### src/rtl/mem_arbiter.sv
`default_nettype none
// ============================================================================
// Module      : mem_arbiter
// Description : Single-outstanding round-robin arbiter sharing one memory port
//               between icache line fills and dcache fills/write-backs.
// Revision    : 1.0 - initial release
// ============================================================================
module mem_arbiter #(
    parameter int ADDRESS_WIDTH    = 32,
    parameter int CACHE_LINE_WIDTH = 128
) (
    input  logic                        clk,
    input  logic                        reset,

    input  logic                        ic_req_valid,
    input  logic [ADDRESS_WIDTH-1:0]    ic_req_addr,
    output logic                        ic_req_ready,
    output logic                        ic_resp_valid,
    output logic [CACHE_LINE_WIDTH-1:0] ic_resp_data,

    input  logic                        dc_req_valid,
    input  logic                        dc_req_write,
    input  logic [ADDRESS_WIDTH-1:0]    dc_req_addr,
    input  logic [CACHE_LINE_WIDTH-1:0] dc_req_data,
    output logic                        dc_req_ready,
    output logic                        dc_resp_valid,
    output logic [CACHE_LINE_WIDTH-1:0] dc_resp_data,

    output logic                        mem_req_valid,
    output logic                        mem_req_write,
    output logic [ADDRESS_WIDTH-1:0]    mem_req_addr,
    output logic [CACHE_LINE_WIDTH-1:0] mem_req_data,
    input  logic                        mem_resp_valid,
    input  logic [CACHE_LINE_WIDTH-1:0] mem_resp_data
);

    localparam logic [1:0] c_st_idle  = 2'd0;
    localparam logic [1:0] c_st_issue = 2'd1;
    localparam logic [1:0] c_st_wait  = 2'd2;
    localparam logic [1:0] c_st_resp  = 2'd3;

    localparam logic c_own_ic = 1'b0;
    localparam logic c_own_dc = 1'b1;

    logic [1:0] r_state;
    logic [1:0] w_next_state;
    logic       r_owner;
    logic       r_last_grant;

    logic w_idle;
    logic w_grant_ic;
    logic w_grant_dc;
    logic w_accept;
    logic w_resp_capture;

    // On conflict the requester that did not win last time goes first.
    assign w_idle       = (r_state == c_st_idle) && !reset;
    assign w_grant_dc   = dc_req_valid && (!ic_req_valid || (r_last_grant == c_own_ic));
    assign w_grant_ic   = ic_req_valid && !w_grant_dc;
    assign ic_req_ready = w_idle && w_grant_ic;
    assign dc_req_ready = w_idle && w_grant_dc;
    assign w_accept     = ic_req_ready || dc_req_ready;

    assign w_resp_capture = (r_state == c_st_wait) && mem_resp_valid;

    always_comb begin
        w_next_state = r_state;
        case (r_state)
            c_st_idle:  if (w_accept)       w_next_state = c_st_issue;
            c_st_issue:                     w_next_state = c_st_wait;
            c_st_wait:  if (mem_resp_valid) w_next_state = c_st_resp;
            c_st_resp:                      w_next_state = c_st_idle;
            default:                        w_next_state = c_st_idle;
        endcase
    end

    always_ff @(posedge clk) begin
        if (reset) begin
            r_state <= c_st_idle;
        end else begin
            r_state <= w_next_state;
        end
    end

    always_ff @(posedge clk) begin
        if (reset) begin
            r_owner       <= c_own_ic;
            r_last_grant  <= c_own_ic;
            mem_req_valid <= 1'b0;
            mem_req_write <= 1'b0;
            mem_req_addr  <= '0;
            mem_req_data  <= '0;
            ic_resp_valid <= 1'b0;
            ic_resp_data  <= '0;
            dc_resp_valid <= 1'b0;
            dc_resp_data  <= '0;
        end else begin
            mem_req_valid <= 1'b0;
            ic_resp_valid <= 1'b0;
            dc_resp_valid <= 1'b0;

            // Icache requests are always reads, so write/data are forced low.
            if (w_accept) begin
                r_owner       <= dc_req_ready ? c_own_dc : c_own_ic;
                r_last_grant  <= dc_req_ready ? c_own_dc : c_own_ic;
                mem_req_valid <= 1'b1;
                mem_req_write <= dc_req_ready && dc_req_write;
                mem_req_addr  <= dc_req_ready ? dc_req_addr : ic_req_addr;
                mem_req_data  <= dc_req_ready ? dc_req_data : '0;
            end

            // Registering the response here makes resp_valid land in the RESP cycle.
            if (w_resp_capture) begin
                if (r_owner == c_own_dc) begin
                    dc_resp_valid <= 1'b1;
                    dc_resp_data  <= mem_req_write ? '0 : mem_resp_data;
                end else begin
                    ic_resp_valid <= 1'b1;
                    ic_resp_data  <= mem_req_write ? '0 : mem_resp_data;
                end
            end
        end
    end

endmodule
`default_nettype wire

### config.mk
export PLATFORM = sky130hd
export DESIGN_NAME = mem_arbiter
export DESIGN_NICKNAME = d
export VERILOG_FILES = /design/src/rtl/mem_arbiter.sv
export SDC_FILE = /design/constraint.sdc
export NUM_CORES = 1
export LEC_CHECK = 0
export BUFFER_PORTS_ARGS = -buffer_cell sky130_fd_sc_hd__buf_2
export CORE_AREA = 2 2 289 291
export CTS_BUF_LIST = sky130_fd_sc_hd__clkbuf_8 sky130_fd_sc_hd__clkbuf_16
export CTS_CLUSTER_SIZE = 12
export DETAILED_ROUTE_END_ITERATION = 10
export DIE_AREA = 0 0 291 293
export PLACE_DENSITY = 0.38
export SYNTH_ARGS = -nofsm -noshare
export SYNTH_HDL_FRONTEND = slang
export SYNTH_SLANG_ARGS = --single-unit
### constraint.sdc
create_clock -name clk -period 2.34 [get_ports clk]
set_clock_uncertainty 0.2 [all_clocks]
set_input_delay 0.468 -clock clk [delete_from_list [all_inputs] [get_ports clk]]
set_output_delay 0.468 -clock clk [all_outputs]
set_load 0.1 [all_outputs]
==> out/metrics.sh, run 1 <==
POWER_mW=24.97
POST-ROUTE-CELL-AREA_SQ_UM=24620
PIN_COUNT_OF_THE_BIGGEST_NET_ENTERING_GLOBAL_ROUTING=153
CTS.SINKS=423
STD_CELL_ROWS=105
POST_DETAILED_ROUTE_COUNT_OF_ANTENNA_VIOLATING_NETS=0
P_LEAK_nW=10.70
INITIAL_UTILIZATION_PCT=19.36
ROUTABILITYCONGESTION=0.8216
TIMING.MAX_CAP.VIOLATIONS=0
GR-USAGE-ALL-LAYERS_PCT=15.63
PLACEDCELLCOUNT=3597
RSZ0062_AT_GRT='true'
CTS.PATH.MAX_BUFFERS=3
FINAL_CORE_UTIL_PCT=30.08
PWR_DENSITY_CELL_nW_PER_UM2=1014
HOLD_CLASS='primary input to register'
FINAL.MIN_CLOCK_PERIOD_NS=2.428
CP_REQUIRED_NS=1.67
FINALWORSTSETUPSLACK_NS=-0.08816
PLACE_AREA_SQ_UM=20730
SYNTHESIS_STAGE_REGISTER_BIT_COUNT=423
FIRST_ITER_VIOLATIONS=651
CHIPWIDTH_UM=291
DR.PASS1.ITERS=5
SYNTHESIS.AREA_PER_INSTANCE_SQ_UM=8.361
TRITONCTS.NUM_BUFFERS=51
MAXSLEWHEADROOM_PCT=32.11
SYNTHESIS.INSTANCES=1895
VIASPERCELL=4.217
SYNTH-EDFF-COUNT=0
YS_ASYNC_SR_FRACTION_PCT=0
CRITICAL_PATH.STARTPOINT_TYPE='register'
WORSTPATHMAXFANOUT=2
WORST_PATH_MOST_REPEATED_CELL='sky130_fd_sc_hd__buf_12'
GRT_PASS1_WL_UM=104100
FMAX_GHz=0.4118
DRC_ERRORS=0
FIN_NETS=3123
TIMING.SETUP.CRITICAL_PATH_CLASS='register to output port'
TIMING.CRITICAL_PATH.SLOWEST_STAGE_CELL='sky130_fd_sc_hd__dfxtp_2'
CP-END-KIND='output port'
WORST_PATH_CELL_TRACE='inv_2, ha_4, nor2b_4, buf_12, nand2_4, nor2_4, buf_12'
FINAL-MAX-SLEW-VIOLATION-COUNT=0
LAYOUT.CELLS.MOST_COMMON='sky130_fd_sc_hd__buf_2'
INITIAL_ANTENNA_VIOLATION_COUNT=15
POST-DP-HPWL_UM=49430
WORST_SLEW_PIN_SLEW_NS=1.018
CRITICAL-PATH-MAX-STAGE-DELAY_NS=0.32
FIN_CRIT_SH_PCT=103.8
YOSYSWARNINGS=0
VDD_DROP_MAX_mV=0.9259
CTS_ROOT_BUFFER='sky130_fd_sc_hd__clkbuf_16'
VIOLATIONS='setup timing'
FINAL_CELL_MIX='sky130_fd_sc_hd__buf_2 (743), sky130_fd_sc_hd__nand2_1 (547), sky130_fd_sc_hd__dfxtp_1 (420), sky130_fd_sc_hd__a21oi_1 (257), sky130_fd_sc_hd__dlygate4sd3_1 (206)'
VIAS=16490
DRIVE_GT1_SHARE_PCT=33.25
IO_BUFFER_COUNT=747
DESIGN.CORE.AREA_SQ_UM=81850
SYNTH-SEQ-AREA-SHARE_PCT=53.45
CLK_TRANSITION_REPORTED_PATHS_NS=0.06
FINISH.CELL_COUNT_WITHOUT_FILLERS=3910
REPORT.FINAL.SETUP_VIOL=2
SYN_TO_FINAL_GROWTH_PCT=55.38
CRITICAL_PATH_ARRIVAL_NS=1.76
DETAIL_ROUTE.WIRELENGTH_UM=69430
SYNTH_CELL_AREA_SQ_UM=15840
STATUS='finished, violations left'
SYNTHFLOPTYPE='sky130_fd_sc_hd__dfxtp_1'
DIE_AREA_SQ_UM=85260
FIRST_GLOBAL_VIAS=16650
DESIGN.PORTCOUNT=748
SYNTH_CELL_TYPE_COUNT=30
DIE_Y_UM=293
INSERTION_DELAY_TO_THE_LATER_SINK_OF_THE_WORST_SKEW_PAIR_NS=0.59
SYNTHESIS.NETS=2223
WIRE_PER_INST_UM=17.76
CTSHTREEMAXLEVEL=2
CTS_TREE='yes'
FINALHOLDVIOLATIONS=0
GRT-OVFL-TOTAL=0
through the flow:
step	worst slack, ns	hold slack [ns]	setup TNS, ns
3_5_place_dp	0.05399	0.2434	0
2_1_floorplan	0.08241	0.2515	0
3_3_place_gp	0.08247	0.2402	0
6_report	-0.08816	0.05039	-0.1367
5_1_grt	-0.1888	0.01886	-0.3280
4_1_cts	-0.1566	0.0001544	-0.2543
state kept, by name, indices dropped and copies added, names as in the netlist:
register	cells
dc_resp_data	128
dc_resp_valid	1
ic_resp_data	128
ic_resp_valid	1
mem_req_addr	32
mem_req_data	128
mem_req_valid	1
mem_req_write	1
r_last_grant	1
r_state	2
power breakdown:
part	total (mW)	leakage (nW)	switching, mW	internal (mW)
Combinational	8.86	6.40	6.89	1.96
Sequential	8.20	3.43	0.356	7.85
Clock	7.91	0.878	3.22	4.69
cell families (layout without fill, tap and decap cells):
kind of cell	after synthesis	after routing	share of synthesized area (%)
AO/OA/AOI/OAI	422	422	17.20
adder cells (fa/ha/maj)	2	2	0.1579
buffers and inverters	168	1106	5.725
other	0	7	0
multiplexers	1	1	0.06318
AND/OR/NAND/NOR	879	879	23.41
flip-flops	423	423	53.45
Yosys cell counts (16+ instances only):
library cell,instances,area share (%)
sky130_fd_sc_hd__nor2_1,155,3.7
sky130_fd_sc_hd__a22oi_2,30,2.4
sky130_fd_sc_hd__buf_2,62,2.0
sky130_fd_sc_hd__clkbuf_1,70,1.7
sky130_fd_sc_hd__buf_6,16,1.1
sky130_fd_sc_hd__a311oi_1,32,1.8
sky130_fd_sc_hd__a22oi_1,99,4.7
sky130_fd_sc_hd__nand3_1,33,1.0
sky130_fd_sc_hd__dfxtp_1,423,53
sky130_fd_sc_hd__nor2b_1,129,5.1
sky130_fd_sc_hd__nand2_1,547,13
sky130_fd_sc_hd__a21oi_1,257,8.1
worst max-delay path, delay by kind of cell (launching register included):
family,cells,cell delay (ns)
DFF,1,0.32
buffers and inverters,3,0.36
adders and majority gates,1,0.14
and+or+nand+nor,3,0.35
per-layer routing:
layer	global-route usage [%]	share of wire, %	vias to the layer above
li1	-	-	8071
met1	17.24	39	7689
met2	28.17	50	611
met3	4.970	7.9	109
met4	5.396	3.1	8
met5	0	0.058	-
path summary, 6_finish.rpt:
path,start,end,slack [ns],depth (start not counted)
hold reg to reg,ic_resp_data[126],ic_resp_data[126],0.25,2
hold / removal,mem_resp_data[70],dc_resp_data[70],0.05,4
setup reg to reg,r_state[1],mem_req_data[85],0.16,10
setup / recovery,r_state[1],ic_req_ready,-0.09,7
final cells by class:
| class | count | area, sq um |
|---|---|---|
| multi-input cells | 1304 | 6534 |
| clock inverters | 27 | 214.0 |
| flip-flops and latches | 423 | 8474 |
| diodes | 7 | 17.52 |
| clock buffers | 64 | 1455 |
| fillers | 8803 | 57230 |
| well taps | 1070 | 1339 |
| inverters | 5 | 31.28 |
| repair buffers | 1010 | 6554 |
repair_timing:
item,4_1_cts,5_1_grt
gates resized for setup,15,1
hold endpoints to repair,181,0
pin swaps,2,1
setup endpoints to repair,2,30
buffers inserted,8,1
hold buffers,206,0
No activity file was read; power rests on OpenSTA's default activity.
==> run 2: changes to the inputs <==
- CORE_AREA: 2 2 289 291 -> 2 2 287 289
- DIE_AREA: 0 0 291 293 -> 0 0 289 291
==> out/metrics.sh, run 2 (synthesis gave the netlist of run 1 again) <==
TIMING.SETUP.CRITICAL_PATH_CLASS='register to output port'
STD_CELL_ROWS=105  # unchanged
DR.MAX_LAYER_USED='met5'
FIRST_GLOBAL_VIAS=16600  # -0.31%
GRT-OVFL-TOTAL=0  # unchanged
MET2_WIRELENGTH_UM=34420  # -0.87%
PWR_DENSITY_CELL_nW_PER_UM2=1008  # -0.68%
FINAL-MAX-SLEW-VIOLATION-COUNT=0  # unchanged
LARGEST_REGISTERS_RANKED_BY_FLIP_FLOP_COUNT='dc_resp_data: 128 flops, ic_resp_data: 128 flops, mem_req_data: 128 flops'
DIE_AREA_SQ_UM=84100  # -1.4%
INSERTION_DELAY_TO_THE_LATER_SINK_OF_THE_WORST_SKEW_PAIR_NS=0.58  # about the same
FINALSETUPTNS_NS=-0.2905  # -0.1538 ns
ROUTABILITYCONGESTION=0.8336  # +1.5%
CHIPWIDTH_UM=289  # -0.69%
INITIAL_ANTENNA_VIOLATION_COUNT=15  # unchanged
REGTOREGSTARTPOINT='r_state[0]'
GRT_PASS1_WL_UM=101700  # -2.3%
CTS_TREE='yes'
FIRST_ITER_VIOLATIONS=778  # +20%
DRC_ERRORS=0  # unchanged
CTS.SINKS=423  # unchanged
WIRE_PER_INST_UM=17.81  # +0.30%
FIN_CRIT_SH_PCT=105.6  # +1.8 points
VIOLATIONS='setup timing'
CTSHTREEMAXLEVEL=2  # unchanged
FINALHOLDVIOLATIONS=0  # unchanged
WORST_SLEW_PIN_SLEW_NS=0.7561  # -0.2623 ns
FIN_NETS=3118  # -0.16%
P_LEAK_nW=10.68  # -0.21%
SYN_TO_FINAL_GROWTH_PCT=54.46
DRIVE_GT1_SHARE_PCT=33.87  # +0.62 points
DR.PASS1.ITERS=5  # unchanged
WORST_PATH_CELL_TRACE='inv_2, ha_4, nor2b_4, buf_12, nand2_8, nor2_4, buf_12'
DESIGN.PORTCOUNT=748  # unchanged
CP-END-KIND='output port'
REPORT.FINAL.SETUP_VIOL=3  # +1
ROUTED_MET3_LENGTH_UM=6167  # +12%
LAYOUT.CELLS.MOST_COMMON='sky130_fd_sc_hd__buf_2'
STATUS='finished, violations left'
DIE_Y_UM=291  # -0.68%
INITIAL_UTILIZATION_PCT=19.51  # +0.16 points
POST-DP-HPWL_UM=49820  # +0.79%
IO_BUFFER_COUNT=747  # unchanged
VIAS=16500  # +0.097%
FINALWORSTSETUPSLACK_NS=-0.1304  # -0.04222 ns
CTS.PATH.MAX_BUFFERS=3  # unchanged
DESIGN.CORE.AREA_SQ_UM=81190  # -0.80%
CRITICAL_PATH_ARRIVAL_NS=1.80  # +0.04 ns
CLK_TRANSITION_REPORTED_PATHS_NS=0.06  # about the same
VDD_DROP_MAX_mV=0.5477  # -41%
CP-STARTPOINT='r_state[0]'
VIASPERCELL=4.223  # +0.15%
CRITICAL_PATH.STARTPOINT_TYPE='register'
WORSTPATHMAXFANOUT=3  # +1
POST_DETAILED_ROUTE_COUNT_OF_ANTENNA_VIOLATING_NETS=0  # unchanged
GR-USAGE-ALL-LAYERS_PCT=15.70  # +0.073 points
RSZ0062_AT_GRT='true'
FINAL.MIN_CLOCK_PERIOD_NS=2.470  # +0.04222 ns
FMAX_GHz=0.4048  # -1.7%
WORST_PATH_MOST_REPEATED_CELL='sky130_fd_sc_hd__buf_12'
CTS_ROOT_BUFFER='sky130_fd_sc_hd__clkbuf_16'
FINAL_CELL_MIX='sky130_fd_sc_hd__buf_2 (744), sky130_fd_sc_hd__nand2_1 (547), sky130_fd_sc_hd__dfxtp_1 (420), sky130_fd_sc_hd__a21oi_1 (257), sky130_fd_sc_hd__dlygate4sd3_1 (186)'
HOLD_CLASS='primary input to register'
CRITICAL-PATH-MAX-STAGE-DELAY_NS=0.33  # about the same
POST-ROUTE-CELL-AREA_SQ_UM=24470  # -0.59%
TIMING.CRITICAL_PATH.SLOWEST_STAGE_CELL='sky130_fd_sc_hd__dfxtp_2'
PLACE_AREA_SQ_UM=20790  # +0.25%
TIMING.HOLD.WORST.START='ic_req_addr[29]'
TRITONCTS.NUM_BUFFERS=50  # -2.0%
TIMING.MAX_CAP.VIOLATIONS=0  # unchanged
ROUTED_MET1_LENGTH_UM=26500  # -1.8%
CP_REQUIRED_NS=1.67  # about the same
POWER_mW=24.66  # -1.3%
MAXSLEWHEADROOM_PCT=49.40  # +17 points
DETAIL_ROUTE.WIRELENGTH_UM=69600  # +0.25%
PIN_COUNT_OF_THE_BIGGEST_NET_ENTERING_GLOBAL_ROUTING=141  # -7.8%
[run 2: changes by cell type in the layout (fill, tap and decap cells not counted), sizes merged]
cell,change
inv,-1
clkinvlp,+1
bufbuf,+1
buf,+15
bufinv,-3
clkbuf,-1
dlygate4sd3,-20
clkinv,+6
[run 2: worst max-delay path, delay by kind of cell, from the launching register on]
kind | cells | cell delay (ns)
fa+ha+maj | 1 | 0.12
flops | 1 | 0.33
buf+inv | 3 | 0.39
simple gates | 3 | 0.37
[run 2: worst paths after layout]
check	to	slack, ns	depth (start not counted)
worst max register to register	mem_req_addr[3]	-0.08	9
worst max-delay path	ic_req_ready	-0.13	7
worst min register to register	dc_resp_data[6]	0.25	2
worst min-delay path	mem_req_addr[29]	0.04	3
[run 2: routing by layer]
metal / vias up / GRT usage [%]
li1: 8083 / -
met1: 7657 / 17.13
met2: 635 / 28.14
met3: 119 / 4.969
met4: 10 / 5.771
met5: - / 0
[run 2: layout make-up]
| cell class | instances | area (sq um) |
|---|---|---|
| Fill cell | 8695 | 56720 |
| Sequential cell | 423 | 8474 |
| Multi-Input combinational cell | 1304 | 6543 |
| Timing Repair Buffer | 1006 | 6482 |
| Clock buffer | 63 | 1430 |
| Tap cell | 1070 | 1339 |
| Clock inverter | 30 | 155.1 |
| Inverter | 5 | 31.28 |
| Antenna cell | 7 | 17.52 |
[run 2: timing repair]
item                       in CTS  in global routing
cloned                          1                  0
setup endpoints to repair       2                122
hold buffers                  186                  1
hold endpoints to repair      161                  1
pin swaps                       2                  3
setup buffers                   8                  7
gates resized for setup        13                  2
[run 2: metrics by stage]
stage                     instances  worst slack, ns  util, %  hold WS [ns]
after floorplan                1895          0.08241        -        0.2515
final                          3908          -0.1304    30.14       0.04148
after global routing           3907          -0.2224    30.14       0.02250
after CTS                      3894          -0.2001    30.03      0.001355
after global placement         3606          0.09310    25.60        0.2398
after detailed placement       3606          0.05786    25.60        0.2452
[run 2: report_power, final]
part	leakage (nW)	total (mW)	internal, mW	switching [mW]
Combinational	6.41	8.96	2.03	6.93
Clock	0.846	7.51	4.30	3.21
Sequential	3.43	8.18	7.85	0.337
==> run 3: changes to the inputs <==
- CORE_AREA: 2 2 287 289 -> 2 2 290 292
- DIE_AREA: 0 0 289 291 -> 0 0 292 294
- SETUP_SLACK_MARGIN: default -> 0.02
==> out/metrics.sh, run 3 (synthesis gave the netlist of run 1 again) <==
CLK_TRANSITION_REPORTED_PATHS_NS=0.06  # about the same
CTS.SINKS=423  # unchanged
CRITICAL_PATH_ARRIVAL_NS=1.69  # -0.11 ns
FMAX_GHz=0.4232  # +4.5%
INTPOWER_mW=14.48  # +2.1%
TIMING.CRITICAL_PATH.SLOWEST_STAGE_CELL='sky130_fd_sc_hd__dfxtp_2'
STATUS='finished, violations left'
DR.MAX_LAYER_USED='met5'
FIRST_ITER_VIOLATIONS=706  # -9.3%
FINAL.MIN_CLOCK_PERIOD_NS=2.363  # -0.1075 ns
WORSTPATHMAXFANOUT=3  # unchanged
FINAL.FILL_COUNT=8952  # +3.0%
POST-ROUTE-CELL-AREA_SQ_UM=24440  # -0.14%
VDD_DROP_MAX_mV=0.6789  # +24%
CHIPWIDTH_UM=292  # +1.0%
FINAL-MAX-SLEW-VIOLATION-COUNT=0  # unchanged
GRT-OVFL-TOTAL=0  # unchanged
VIOLATIONS='setup timing'
R2R_CELLS=5  # -4
DIE_AREA_SQ_UM=85850  # +2.1%
P_LEAK_nW=10.60  # -0.80%
DETAIL_ROUTE.WIRELENGTH_UM=70410  # +1.2%
CLOCK_POWER_SHARE_PCT=32.3  # +1.8 points
MET2_WIRELENGTH_UM=35240  # +2.4%
INITIAL_ANTENNA_VIOLATION_COUNT=14  # -1
CTS_ROOT_BUFFER='sky130_fd_sc_hd__clkbuf_16'
CTS.PATH.MAX_BUFFERS=3  # unchanged
DESIGN.CORE.AREA_SQ_UM=82890  # +2.1%
DESIGN.PORTCOUNT=748  # unchanged
TRITONCTS.NUM_BUFFERS=52  # +4.0%
ROUTABILITYCONGESTION=0.8248  # -1.1%
GR-USAGE-ALL-LAYERS_PCT=15.62  # -0.076 points
POWER.SEQUENTIAL.FRACTION_PCT=32.9  # -0.3 points
ROUTED_MET3_LENGTH_UM=5599  # -9.2%
CTSHTREEMAXLEVEL=2  # unchanged
WORST_SLEW_PIN_SLEW_NS=0.8078  # +0.05171 ns
FIRST_GLOBAL_VIAS=16540  # -0.36%
STD_CELL_ROWS=106  # +0.95%
CRITICAL_PATH.STARTPOINT_TYPE='register'
DR.PASS1.ITERS=7  # +2
HOLD_CLASS='primary input to register'
LAYOUT.CELLS.MOST_COMMON='sky130_fd_sc_hd__buf_2'
LARGEST_REGISTERS_RANKED_BY_FLIP_FLOP_COUNT='dc_resp_data: 128 flops, ic_resp_data: 128 flops, mem_req_data: 128 flops'
SYN_TO_FINAL_GROWTH_PCT=54.24
DIE_Y_UM=294  # +1.0%
TIMING.SETUP.CRITICAL_PATH_CLASS='register to output port'
PLACE_AREA_SQ_UM=20580  # -1.0%
PWR_DENSITY_CELL_nW_PER_UM2=1022  # +1.4%
POST-DP-HPWL_UM=49300  # -1.0%
ROUTED_MET1_LENGTH_UM=26870  # +1.4%
WIRE_PER_INST_UM=18.07  # +1.5%
VIAS=16480  # -0.17%
VIASPERCELL=4.228  # +0.11%
CTS_TREE='yes'
POST_DETAILED_ROUTE_COUNT_OF_ANTENNA_VIOLATING_NETS=0  # unchanged
WORST_HOLD_PATH_CELLS=4  # +1
FIN_NETS=3106  # -0.38%
WORST_PATH_CELL_TRACE='inv_2, ha_4, nor2b_4, nand2_2, nor2_4, buf_12'
FINAL_CELL_MIX='sky130_fd_sc_hd__buf_2 (743), sky130_fd_sc_hd__nand2_1 (547), sky130_fd_sc_hd__dfxtp_1 (420), sky130_fd_sc_hd__a21oi_1 (257), sky130_fd_sc_hd__dlygate4sd3_1 (205)'
IO_BUFFER_COUNT=747  # unchanged
MAXSLEWHEADROOM_PCT=46.15  # -3.3 points
TIMING.MAX_CAP.VIOLATIONS=0  # unchanged
GRT_PASS1_WL_UM=103300  # +1.5%
CRITICAL-PATH-MAX-STAGE-DELAY_NS=0.32  # about the same
CP-END-KIND='output port'
FINALHOLDVIOLATIONS=0  # unchanged
CP_REQUIRED_NS=1.67  # about the same
COMB_POWER_SHARE_PCT=34.8  # -1.5 points
DRC_ERRORS=0  # unchanged
FINALWORSTSETUPSLACK_NS=-0.02289  # +0.1075 ns
INITIAL_UTILIZATION_PCT=19.11  # -0.40 points
POST-PLACE-WS_NS=0.1826  # +0.1248 ns
INSERTION_DELAY_TO_THE_LATER_SINK_OF_THE_WORST_SKEW_PAIR_NS=0.58  # about the same
SWITCHING_POWER_mW=10.49  # about the same
RSZ0062_AT_GRT='true'
HOLD_WS_NS=0.05280  # +0.01132 ns
DRIVE_GT1_SHARE_PCT=32.97  # -0.91 points
FIN_CRIT_SH_PCT=101.0  # -4.6 points
SWITCHING_SHARE_PCT=42.00  # -0.50 points
PIN_COUNT_OF_THE_BIGGEST_NET_ENTERING_GLOBAL_ROUTING=135  # -4.3%
REPORT.FINAL.SETUP_VIOL=2  # -1
-- run 3: cell count changes in the layout (fill, tap and decap cells not counted), moves of 2 or more --
cell | before | now
sky130_fd_sc_hd__inv_1 | 15 | 11
sky130_fd_sc_hd__dlygate4sd3_1 | 186 | 205
sky130_fd_sc_hd__inv_6 | 2 | 4
sky130_fd_sc_hd__diode_2 | 7 | 2
sky130_fd_sc_hd__bufinv_16 | 0 | 3
sky130_fd_sc_hd__clkinv_2 | 13 | 8
sky130_fd_sc_hd__buf_4 | 51 | 25
sky130_fd_sc_hd__buf_12 | 20 | 18
sky130_fd_sc_hd__buf_16 | 2 | 0
sky130_fd_sc_hd__clkbuf_16 | 50 | 53
-- run 3: cell type report --
type / instances / area (sq um) / share of cell area (%)
flip-flops and latches: 423 / 8474 / 34.68
multi-input cells: 1304 / 6536 / 26.75
well taps: 1080 / 1351 / 5.530
clock buffers: 65 / 1491 / 6.103
clock inverters: 26 / 214.0 / 0.8755
diodes: 2 / 5.005 / 0.02048
repair buffers: 992 / 6334 / 25.92
inverters: 5 / 31.28 / 0.1280
-- run 3: repair_timing --
item,in CTS,in global routing
endpoints found under the hold margin,175,0
buffers inserted,7,1
pin swaps,2,1
gates resized for setup,11,0
setup endpoints to repair,3,2
hold buffers,205,0
-- run 3: power groups by stage --
stage | registers [mW] | clock network [mW] | logic [mW]
2_1_floorplan | 12.7 | 0 | 2.29
3_3_place_gp | 8.36 | 0 | 8.31
3_5_place_dp | 8.36 | 0 | 8.34
4_1_cts | 8.23 | 8.39 | 8.75
5_1_grt | 8.30 | 8.66 | 9.12
6_report | 8.23 | 8.06 | 8.69
-- run 3: metrics by stage --
stage	instances	power (mW)	utilization [%]	setup TNS, ns
2_1_floorplan	1895	14.98	-	0
5_1_grt	3897	26.07	29.48	-0.2067
6_report	3897	24.97	29.48	-0.02520
3_3_place_gp	3591	16.67	24.82	0
3_5_place_dp	3591	16.70	24.82	0
4_1_cts	3894	25.37	29.47	-0.1834
-- run 3: critical path, delay by kind of cell (launching register included) --
kind | cells | cell delay, ns
simple gates | 3 | 0.42
flops | 1 | 0.32
buf+inv | 2 | 0.24
fa+ha+maj | 1 | 0.12
-- run 3: path summary, 6_finish.rpt --
| check | from | end | slack [ns] |
|---|---|---|---|
| worst max register to register | r_last_grant | mem_req_addr[19] | 0.23 |
| worst max-delay path | r_state[0] | ic_req_ready | -0.02 |
| worst min-delay path | mem_resp_data[49] | dc_resp_data[49] | 0.05 |
| worst min register to register | ic_resp_data[9] | ic_resp_data[9] | 0.25 |
-- run 3: per-layer routing --
layer	global-route usage, %	up-vias
met2	28.24	611
met5	0	-
met4	6.248	14
li1	-	8043
met3	5.000	122
met1	16.81	7686
